File: src/rtl/uart_tx_frame_sched_pkg.sv
// Shared types and constants for the UART TX frame/status packet scheduler.
// Optional build macro: UART_TX_CHECKSUM_EN adds the trailing XOR checksum byte.
package uart_tx_pkg;

  localparam int unsigned FRAME_BYTES_DEF  = 5100;
  localparam logic [7:0]  SOF_BYTE_DEF     = 8'hA5;
  localparam logic [7:0]  TYPE_FRAME_DEF   = 8'h01;
  localparam logic [7:0]  TYPE_STATUS_DEF  = 8'h02;

  typedef enum logic [2:0] {
    ST_IDLE,
    ST_SOF,
    ST_TYPE,
    ST_PAYLOAD
`ifdef UART_TX_CHECKSUM_EN
    , ST_CSUM
`endif
  } state_e;

  typedef enum logic {
    KIND_FRAME,
    KIND_STATUS
  } kind_e;

endpackage

File: src/rtl/uart_tx_frame_sched_tx_byte_stage.sv
// One-entry holding register for RAM read data that could not be pushed
// in the cycle it returned. A load in the same cycle as a pop replaces the entry.
module tx_byte_stage (
  input  logic       clk,
  input  logic       reset,
  input  logic       load,
  input  logic [7:0] load_data,
  input  logic       pop,
  output logic       valid,
  output logic [7:0] data
);

  logic       valid_q, valid_d;
  logic [7:0] data_q, data_d;

  // Next-state for the entry: load has priority over pop.
  always_comb begin
    valid_d = valid_q;
    data_d  = data_q;
    if (load) begin
      valid_d = 1'b1;
      data_d  = load_data;
    end else if (pop) begin
      valid_d = 1'b0;
    end
  end

  // Entry register with synchronous reset.
  always_ff @(posedge clk) begin
    if (reset) begin
      valid_q <= 1'b0;
      data_q  <= '0;
    end else begin
      valid_q <= valid_d;
      data_q  <= data_d;
    end
  end

  assign valid = valid_q;
  assign data  = data_q;

endmodule

File: src/rtl/uart_tx_frame_sched.sv
// Packet scheduler sharing the UART TX FIFO push port between frame readout
// from the TX RAM and single-byte status packets. Packets are
// SOF, TYPE, payload[, checksum] and never interleave; status wins in IDLE.
// Optional build macro: UART_TX_CHECKSUM_EN (XOR of TYPE and payload appended).
module uart_tx_frame_sched
  import uart_tx_pkg::*;
#(
  parameter int unsigned FRAME_BYTES = FRAME_BYTES_DEF,
  parameter logic [7:0]  SOF_BYTE    = SOF_BYTE_DEF,
  parameter logic [7:0]  TYPE_FRAME  = TYPE_FRAME_DEF,
  parameter logic [7:0]  TYPE_STATUS = TYPE_STATUS_DEF
) (
  input  logic                           clk,
  input  logic                           reset,
  input  logic                           frame_done,
  output logic                           ram_re,
  output logic [$clog2(FRAME_BYTES)-1:0] ram_addr,
  input  logic [7:0]                     ram_rdata,
  output logic                           frame_ack,
  input  logic                           stat_valid,
  input  logic [7:0]                     stat_data,
  output logic                           stat_ready,
  input  logic                           tx_fifo_full,
  output logic                           push,
  output logic [7:0]                     tx_data
);

  localparam int unsigned AW = $clog2(FRAME_BYTES);
  localparam logic [AW-1:0] LAST_IDX = AW'(FRAME_BYTES - 1);

  state_e        state_q, state_d;
  kind_e         kind_q, kind_d;
  logic [AW-1:0] addr_q, addr_d;
  logic [AW-1:0] pcnt_q, pcnt_d;
  logic          rd_done_q, rd_done_d;
  logic          rvalid_q, rvalid_d;
  logic          frame_pend_q, frame_pend_d;
  logic [7:0]    stat_byte_q, stat_byte_d;
  logic          frame_ack_q, frame_ack_d;
`ifdef UART_TX_CHECKSUM_EN
  logic [7:0]    csum_q, csum_d;
`endif

  logic       stage_v;
  logic [7:0] stage_data;
  logic       stage_load;
  logic       stage_pop;
  logic       fr_push;
  logic [1:0] occ_next;
  logic [7:0] type_byte;
  logic [7:0] pay_byte;

  tx_byte_stage u_stage (
    .clk       (clk),
    .reset     (reset),
    .load      (stage_load),
    .load_data (ram_rdata),
    .pop       (stage_pop),
    .valid     (stage_v),
    .data      (stage_data)
  );

  // Packet sequencing, push decode and RAM read engine.
  // push/tx_data/ram_re/stat_ready are decoded combinationally from the
  // registered state so the FIFO full flag and the status handshake act in
  // the same cycle, and so one RAM byte per cycle is sustainable with a
  // single stage entry (RAM data may bypass the stage straight to the FIFO).
  always_comb begin
    state_d      = state_q;
    kind_d       = kind_q;
    addr_d       = addr_q;
    pcnt_d       = pcnt_q;
    rd_done_d    = rd_done_q;
    rvalid_d     = 1'b0;
    stat_byte_d  = stat_byte_q;
    frame_ack_d  = 1'b0;
    frame_pend_d = frame_pend_q | frame_done;
`ifdef UART_TX_CHECKSUM_EN
    csum_d       = csum_q;
`endif
    push         = 1'b0;
    tx_data      = '0;
    ram_re       = 1'b0;
    stat_ready   = 1'b0;
    stage_pop    = 1'b0;
    stage_load   = 1'b0;
    fr_push      = 1'b0;
    occ_next     = '0;
    type_byte    = (kind_q == KIND_FRAME) ? TYPE_FRAME : TYPE_STATUS;
    pay_byte     = stage_v ? stage_data : ram_rdata;

    case (state_q)
      ST_IDLE: begin
        if (stat_valid) begin
          stat_ready  = 1'b1;
          stat_byte_d = stat_data;
          kind_d      = KIND_STATUS;
          state_d     = ST_SOF;
          addr_d      = '0;
          pcnt_d      = '0;
          rd_done_d   = 1'b0;
        end else if (frame_pend_q) begin
          // A frame_done in this very cycle re-arms the pending flag.
          frame_pend_d = frame_done;
          kind_d       = KIND_FRAME;
          state_d      = ST_SOF;
          addr_d       = '0;
          pcnt_d       = '0;
          rd_done_d    = 1'b0;
        end
      end

      ST_SOF: begin
        tx_data = SOF_BYTE;
        if (!tx_fifo_full) begin
          push    = 1'b1;
          state_d = ST_TYPE;
        end
      end

      ST_TYPE: begin
        tx_data = type_byte;
        if (!tx_fifo_full) begin
          push    = 1'b1;
          state_d = ST_PAYLOAD;
`ifdef UART_TX_CHECKSUM_EN
          csum_d  = type_byte;
`endif
        end
      end

      ST_PAYLOAD: begin
        if (kind_q == KIND_STATUS) begin
          tx_data = stat_byte_q;
          if (!tx_fifo_full) begin
            push = 1'b1;
`ifdef UART_TX_CHECKSUM_EN
            csum_d  = csum_q ^ stat_byte_q;
            state_d = ST_CSUM;
`else
            state_d = ST_IDLE;
`endif
          end
        end else begin
          tx_data = (stage_v | rvalid_q) ? pay_byte : '0;
          if ((stage_v | rvalid_q) && !tx_fifo_full) begin
            push    = 1'b1;
            fr_push = 1'b1;
            pcnt_d  = pcnt_q + AW'(1);
`ifdef UART_TX_CHECKSUM_EN
            csum_d  = csum_q ^ pay_byte;
`endif
            if (pcnt_q == LAST_IDX) begin
`ifdef UART_TX_CHECKSUM_EN
              state_d     = ST_CSUM;
`else
              state_d     = ST_IDLE;
              frame_ack_d = 1'b1;
`endif
            end
          end
        end
      end

`ifdef UART_TX_CHECKSUM_EN
      ST_CSUM: begin
        tx_data = csum_q;
        if (!tx_fifo_full) begin
          push        = 1'b1;
          state_d     = ST_IDLE;
          frame_ack_d = (kind_q == KIND_FRAME);
        end
      end
`endif

      default: state_d = ST_IDLE;
    endcase

    // Read engine runs from TYPE onward so byte 0 is ready on PAYLOAD entry.
    // A read issues only if the stage will be empty after this cycle, which
    // guarantees room for the returning byte even if the FIFO stalls.
    stage_pop  = stage_v & fr_push;
    stage_load = rvalid_q & (stage_v | ~fr_push);
    occ_next   = {1'b0, stage_v} + {1'b0, rvalid_q} - {1'b0, fr_push};
    if ((kind_q == KIND_FRAME) && ((state_q == ST_TYPE) || (state_q == ST_PAYLOAD)) &&
        !rd_done_q && (occ_next == '0)) begin
      ram_re   = 1'b1;
      rvalid_d = 1'b1;
      if (addr_q == LAST_IDX) begin
        rd_done_d = 1'b1;
      end else begin
        addr_d = addr_q + AW'(1);
      end
    end

    if (reset) begin
      push       = 1'b0;
      tx_data    = '0;
      ram_re     = 1'b0;
      stat_ready = 1'b0;
    end
  end

  // State, counters and registered outputs.
  always_ff @(posedge clk) begin
    if (reset) begin
      state_q      <= ST_IDLE;
      kind_q       <= KIND_FRAME;
      addr_q       <= '0;
      pcnt_q       <= '0;
      rd_done_q    <= 1'b0;
      rvalid_q     <= 1'b0;
      frame_pend_q <= 1'b0;
      stat_byte_q  <= '0;
      frame_ack_q  <= 1'b0;
`ifdef UART_TX_CHECKSUM_EN
      csum_q       <= '0;
`endif
    end else begin
      state_q      <= state_d;
      kind_q       <= kind_d;
      addr_q       <= addr_d;
      pcnt_q       <= pcnt_d;
      rd_done_q    <= rd_done_d;
      rvalid_q     <= rvalid_d;
      frame_pend_q <= frame_pend_d;
      stat_byte_q  <= stat_byte_d;
      frame_ack_q  <= frame_ack_d;
`ifdef UART_TX_CHECKSUM_EN
      csum_q       <= csum_d;
`endif
    end
  end

  assign ram_addr  = addr_q;
  assign frame_ack = frame_ack_q;

endmodule

File: config.mk
export PLATFORM = sky130hd
export DESIGN_NAME = uart_tx_frame_sched
export DESIGN_NICKNAME = d
export VERILOG_FILES = /design/src/rtl/uart_tx_frame_sched_pkg.sv /design/src/rtl/uart_tx_frame_sched_tx_byte_stage.sv /design/src/rtl/uart_tx_frame_sched.sv
export SDC_FILE = /design/constraint.sdc
export NUM_CORES = 1
export LEC_CHECK = 0
export BUFFER_PORTS_ARGS = -buffer_cell sky130_fd_sc_hd__buf_2
export CORE_MARGIN = 10
export CORE_UTILIZATION = 47
export CTS_CLUSTER_DIAMETER = 80
export CTS_CLUSTER_SIZE = 28
export DETAILED_ROUTE_END_ITERATION = 6
export GPL_TIMING_DRIVEN = 1
export PLACE_DENSITY = 0.65
export SYNTH_ARGS = -nofsm -noshare
export SYNTH_HDL_FRONTEND = slang
export SYNTH_SLANG_ARGS = --single-unit
File: constraint.sdc
create_clock -name clk -period 4.7 [get_ports clk]
set_input_delay 0.705 -clock clk [delete_from_list [all_inputs] [get_ports clk]]
set_output_delay 0.705 -clock clk [all_outputs]
set_load 0.01 [all_outputs]
==> impl_metrics.toml, run 1 <==
[status]
status = "complete, no violations"

[critical_path]
crit_slowest_cell = "ha_1"
worst_ep_required_time_ns = 3.99
critPathKind = "reg -> out"
crit_arrival_ns = 3.44
path_cells = "ha_1, inv_1, or3_1, inv_1, ha_1, inv_1, ha_1, nor3_1, o211ai_2, nor2_1, buf_2"
path_max_fanout = 16
slowest_delay_ns = 0.54
critPathLaunchType = "flip-flop"
endpoint_kind = "primary output"
r2r_slack_ns = 1.04

[worst_hold_path]
hp-class = "reg -> reg"

[drt]
drc = 0
routed-via-count = 2841
viasPerCell = 5.97
drt_iter0_drc = 154
wl_per_cell_microns = 16.0
wirelength_microns = 7600
ant_nets = 0
first_pass_iters = 4

[place]
hpwlAfterDp_microns = 5430
placement.cell_area_sq_um = 3150
post-place-ws_ns = 0.965
port_buffers = 45
gp_congestion = 0.777

[run]
max_cap_violations = 0

[yosys]
ys_seq_area_share_pct = 34.3
syn-instance-count = 371
synth_flop_cell = "dfxtp_1"
syn_avg_cell_area_sq_um = 7.87
syn_area_sq_um = 2920
synth_warnings = 0
synth_cell_types = 57
async_flop_share_pct = 0
syn-num-nets = 400
synth_seq_cells = 50
synth_edf_count = 0

[clock_network]
htree_levels = 2
cts_resized = 0
ctsHoldBuffers = 0
clock-sinks = 50
cts-root-buf = "clkbuf_8"
cts_made_buffers = 5
clk_pin_slew_ns = 0.10
insertion_delay_ns = 0.31
clock_path_buffers = 2
cts_tree = "yes"
cts_setup_buffers = 0

[timing]
fin_skew_ns = 0.00911
setup_tns_ns = 0
max_clock_freq_mhz = 241
grt_setup_unrepaired = "no"
setup_viol = 0
worst_slack_ns = 0.552
drv_slew = 0
hold_viol = 0
min_period_ns = 4.15
finalCritPeriodShare_pct = 88.3
slew_headroom_pct = 36.7
tightest_slew_ns = 0.940

[grt]
grt_use_total_pct = 15.3
overflow = 0
grt_pass1_vias = 2585
grt_pass1_wl_microns = 13000
antenna_found_initial = 0
grt_max_degree = 42

[power]
p_leak_uw = 0.00119
p_switching_uw = 447
power_uw = 1140
power_frac_seq_pct = 45.9
comb_power_share_pct = 31.5
ir_drop_mv = 0.204
power_density_nw_per_um2 = 351
power_frac_clock_pct = 22.6
p_sw_share_pct = 39.4
internal_power_uw = 689

[floorplanning]
die_w_microns = 98.8
die-area_sq_um = 9760
ios = 46
die_h_microns = 98.8
core_area_sq_um = 5990
start_util_pct = 48.7
placementRows = 28

[finish]
nets = 430
drive_gt1_share_pct = 15.5
antenna_cells = 0
fin_area_sq_um = 3230
area_growth_pct = 10.8
## final timing paths
| path | startpoint | end | cells after the start |
|---|---|---|---|
| worst max-delay path | state_q[1] | ram_re | 11 |
| worst min-delay path | stat_byte_q[7] | stat_byte_q[7] | 2 |
| worst max register to register | state_q[1] | ram_addr[10] | 11 |
| worst min register to register | stat_byte_q[7] | stat_byte_q[7] | 2 |
## registers in the layout, indices dropped and copies added (netlist names)
register,flops
frame_ack,1
rvalid_q,1
u_stage.valid,1
rd_done_q,1
state_q,2
ram_addr,13
pcnt_q,13
frame_pend_q,1
stat_byte_q,8
u_stage.data,8
kind_q,1
## critical path: cells and delay by family (launching register included)
family                   cells  cell delay (ns)
adder cells (fa/ha/maj)      3             0.97
AND/OR/NAND/NOR              3             0.90
buffers and inverters        4             0.51
flip-flops                   1             0.45
AO/OA/AOI/OAI                1             0.30
## layer usage
| layer | wire, microns | global-route usage, % | vias to the layer above |
|---|---|---|---|
| li1 | - | - | 1431 |
| met1 | 3800 | 21.7 | 1361 |
| met2 | 3490 | 22.8 | 44 |
| met3 | 264 | 3.35 | 5 |
| met4 | 51 | 3.86 | 0 |
| met5 | 0 | 0 | - |
## cells in the mapped netlist, drive strengths merged (2+ instances only)
cell type   n  area share (%)
nand2      57             7.3
dfxtp      50              34
a21oi      43             7.4
o21ai      20             3.8
clkbuf     18             2.3
nand2b     18             3.9
nor2       17             2.2
nand3      11             1.9
o211ai     11             3.0
or4        10             2.8
ha          8             3.4
inv         8             1.0
nor3        8             1.4
and4        7             2.1
mux2i       6             2.1
nand4       6             1.3
nor2b       6             1.3
o31ai       6             1.5
buf         5            0.94
nand3b      5             1.3
nor4        4             1.4
o2111ai     4             1.2
a31oi       3            0.64
and2        3            0.64
and3        3            0.64
nor4b       3            0.90
o21a        3            0.77
or3         3            0.64
a211oi      2            0.69
a32o        2            0.69
nand4b      2            0.60
nor4bb      2            0.69
o21bai      2            0.51
## per-stage QoR
step                      hold WS, ns  std cells  utilization, %
after global placement          0.445        469            52.6
after detailed placement        0.453        469            52.6
after floorplan                 0.431        371               -
after global routing            0.485        476            54.0
final                           0.467        476            54.0
after CTS                       0.467        476            54.0
## kinds of logic (layout without fill, tap and decap cells)
group	count (synthesis)	in the layout	share of synthesized area [%]
buffers and inverters	31	61	4.29
muxes	6	6	2.06
and+or+nand+nor	167	167	31.6
xor gates and xnor gates	1	1	0.300
DFF	50	50	34.3
adders and majority gates	8	8	3.43
AOI/OAI and AO/OA	108	108	24.0
## cell usage in the layout (no fill, tap or decap), types with 10 or more instances in the layout
cell and count:
nand2_1 57, dfxtp_1 50, a21oi_1 43, nand2b_1 18, nor2_1 17, buf_2 45
o211ai_1 10, nand3_1 11, o21ai_0 11
## cell type report
class	count	area (sq um)
Tap cell	75	93.8
Multi-Input combinational cell	290	1790
Sequential cell	50	1000
Inverter	8	30.0
Timing Repair Buffer	46	233
Clock buffer	5	68.8
Clock inverter	2	13.8
Fill cell	613	2760
## power by group through the flow
stage | logic [uW] | registers, uW | clock network [uW]
finish | 357 | 521 | 257
CTS | 357 | 520 | 263
global route | 403 | 529 | 281
global placement | 353 | 528 | 0
floorplan | 286 | 497 | 0
detailed placement | 354 | 530 | 0
Note: power is estimated with default switching activity, not from simulation.
==> inputs of run 2 (changes only) <==
Settings changed: PLACE_DENSITY 0.65 to not set, PLACE_DENSITY_LB_ADDON set to 0.05.
==> impl_metrics.toml, run 2 (synthesized netlist as in run 1, its figures left out) <==
[timing]
drv_slew = 0
grt_setup_unrepaired = "no"
fin_skew_ns = 0.00684
slew_headroom_pct = 38.7
finalCritPeriodShare_pct = 86.3
max_clock_freq_mhz = 247
tightest_slew_ns = 0.911
setup_viol = 0
setup_tns_ns = 0
hold_viol = 0
min_period_ns = 4.06

[finish]
layout.cells.most_common = "nand2_1"
nets = 431
multi_input_area_sq_um = 1790
utilization_pct = 54.5
antenna_cells = 0
layout_common_cells = "nand2_1 (57), dfxtp_1 (50), buf_2 (45), a21oi_1 (43), nand2b_1 (18)"
regArea_sq_um = 1000
drive_gt1_share_pct = 15.4
area_growth_pct = 11.8
fillers = 611

[critical_path]
critPathLaunch = "state_q[1]"
crit_arrival_ns = 3.35
worst_ep_required_time_ns = 3.99
reg2reg_to = "ram_addr[10]"
path_max_fanout = 16
critPathKind = "reg -> out"
r2r_start = "state_q[1]"
critPathCapture = "ram_re"
r2r_slack_ns = 1.09
critPathLaunchType = "flip-flop"
ff2ff_path_depth = 11
endpoint_kind = "primary output"

[floorplanning]
ios = 46
placementRows = 28
die_w_microns = 98.8
die-area_sq_um = 9760
start_util_pct = 48.7
core_area_sq_um = 5990
die_h_microns = 98.8

[clock_network]
clock-sinks = 50
htree_levels = 2
clock_path_buffers = 2
clk_pin_slew_ns = 0.08
insertion_delay_ns = 0.30
ctsHoldBuffers = 0
cts_made_buffers = 5
cts_setup_buffers = 0
cts_tree = "yes"
cts_resized = 0
cts-root-buf = "clkbuf_8"

[drt]
viasPerCell = 5.87
wirelength_microns = 7510
first_pass_iters = 4
ant_nets = 0
drt_iter0_drc = 106
drc = 0
wl_per_cell_microns = 15.7
routed-via-count = 2805

[place]
hpwlAfterDp_microns = 5380
port_buffers = 45
gp_congestion = 0.806

[grt]
grt_pass1_vias = 2550
grt_use_total_pct = 14.7
grt_max_degree = 36
grt_pass1_wl_microns = 12300
antenna_found_initial = 0
overflow = 0

[power]
ir_drop_mv = 0.242
power_uw = 1180
p_leak_uw = 0.00120
power_density_nw_per_um2 = 361

[worst_hold_path]
hp-class = "reg -> reg"

[run]
max_cap_violations = 0

[status]
status = "complete, no violations"
## run 2: changes by cell type in the layout (fill, tap and decap cells not counted), sizes merged
cell	before	now
bufinv	0	1
inv	9	8
clkinv	1	0
clkbuf	5	7
buf	46	47
## run 2: stage by stage
step	cells	hold WS, ns	worst slack [ns]	area (sq um)
after floorplan	371	0.431	1.53	2920
after global placement	470	0.439	1.12	3160
after detailed placement	470	0.445	1.04	3160
after CTS	478	0.458	0.662	3260
after global routing	478	0.491	0.349	3260
final	478	0.456	0.644	3260
## run 2: worst max-delay path, cell delays in order, from the launching register on
cell and delay [ns]:
dfxtp_1 0.42, ha_1 0.52, inv_1 0.18, or3_1 0.42, inv_1 0.09, ha_1 0.22
inv_1 0.06, ha_1 0.21, nor3_1 0.25, o211ai_2 0.31, nor2_1 0.20, buf_2 0.16
## run 2: how the worst min path moves through the flow
stage,start,to,cells after the start
floorplan,stat_byte_q[1],stat_byte_q[1],2
global placement,stat_byte_q[5],stat_byte_q[5],2
detailed placement,stat_byte_q[7],stat_byte_q[7],2
CTS,stat_byte_q[7],stat_byte_q[7],2
global route,u_stage.data[0],u_stage.data[0],2
finish,stat_byte_q[7],stat_byte_q[7],2
## run 2: area by class of cell
type | count | share of cell area (%)
clock buffer | 7 | 2.34
clock inverter | 1 | 0.920
inverter | 8 | 0.920
multi-input combinational | 290 | 54.9
sequential | 50 | 30.7
tap | 75 | 2.87
timing repair buffer | 47 | 7.36
## run 2: per-layer routing
| layer | part of all wire (%) | vias to the layer above | track usage [%] | wire, microns |
|---|---|---|---|---|
| met5 | 0 | - | 0 | 0 |
| met4 | 0.65 | 0 | 3.64 | 49 |
| met3 | 3.5 | 4 | 2.93 | 263 |
| met2 | 46 | 47 | 22.6 | 3450 |
| met1 | 50 | 1313 | 20.3 | 3750 |
| li1 | - | 1441 | - | - |
## run 2: power breakdown
part | internal [uW] | leakage (uW) | total (uW) | switching, uW
combinational | 125 | 0.000745 | 373 | 248
sequential | 462 | 0.000405 | 504 | 42.4
clock | 159 | 0.0000524 | 301 | 141
total | 747 | 0.00120 | 1180 | 432
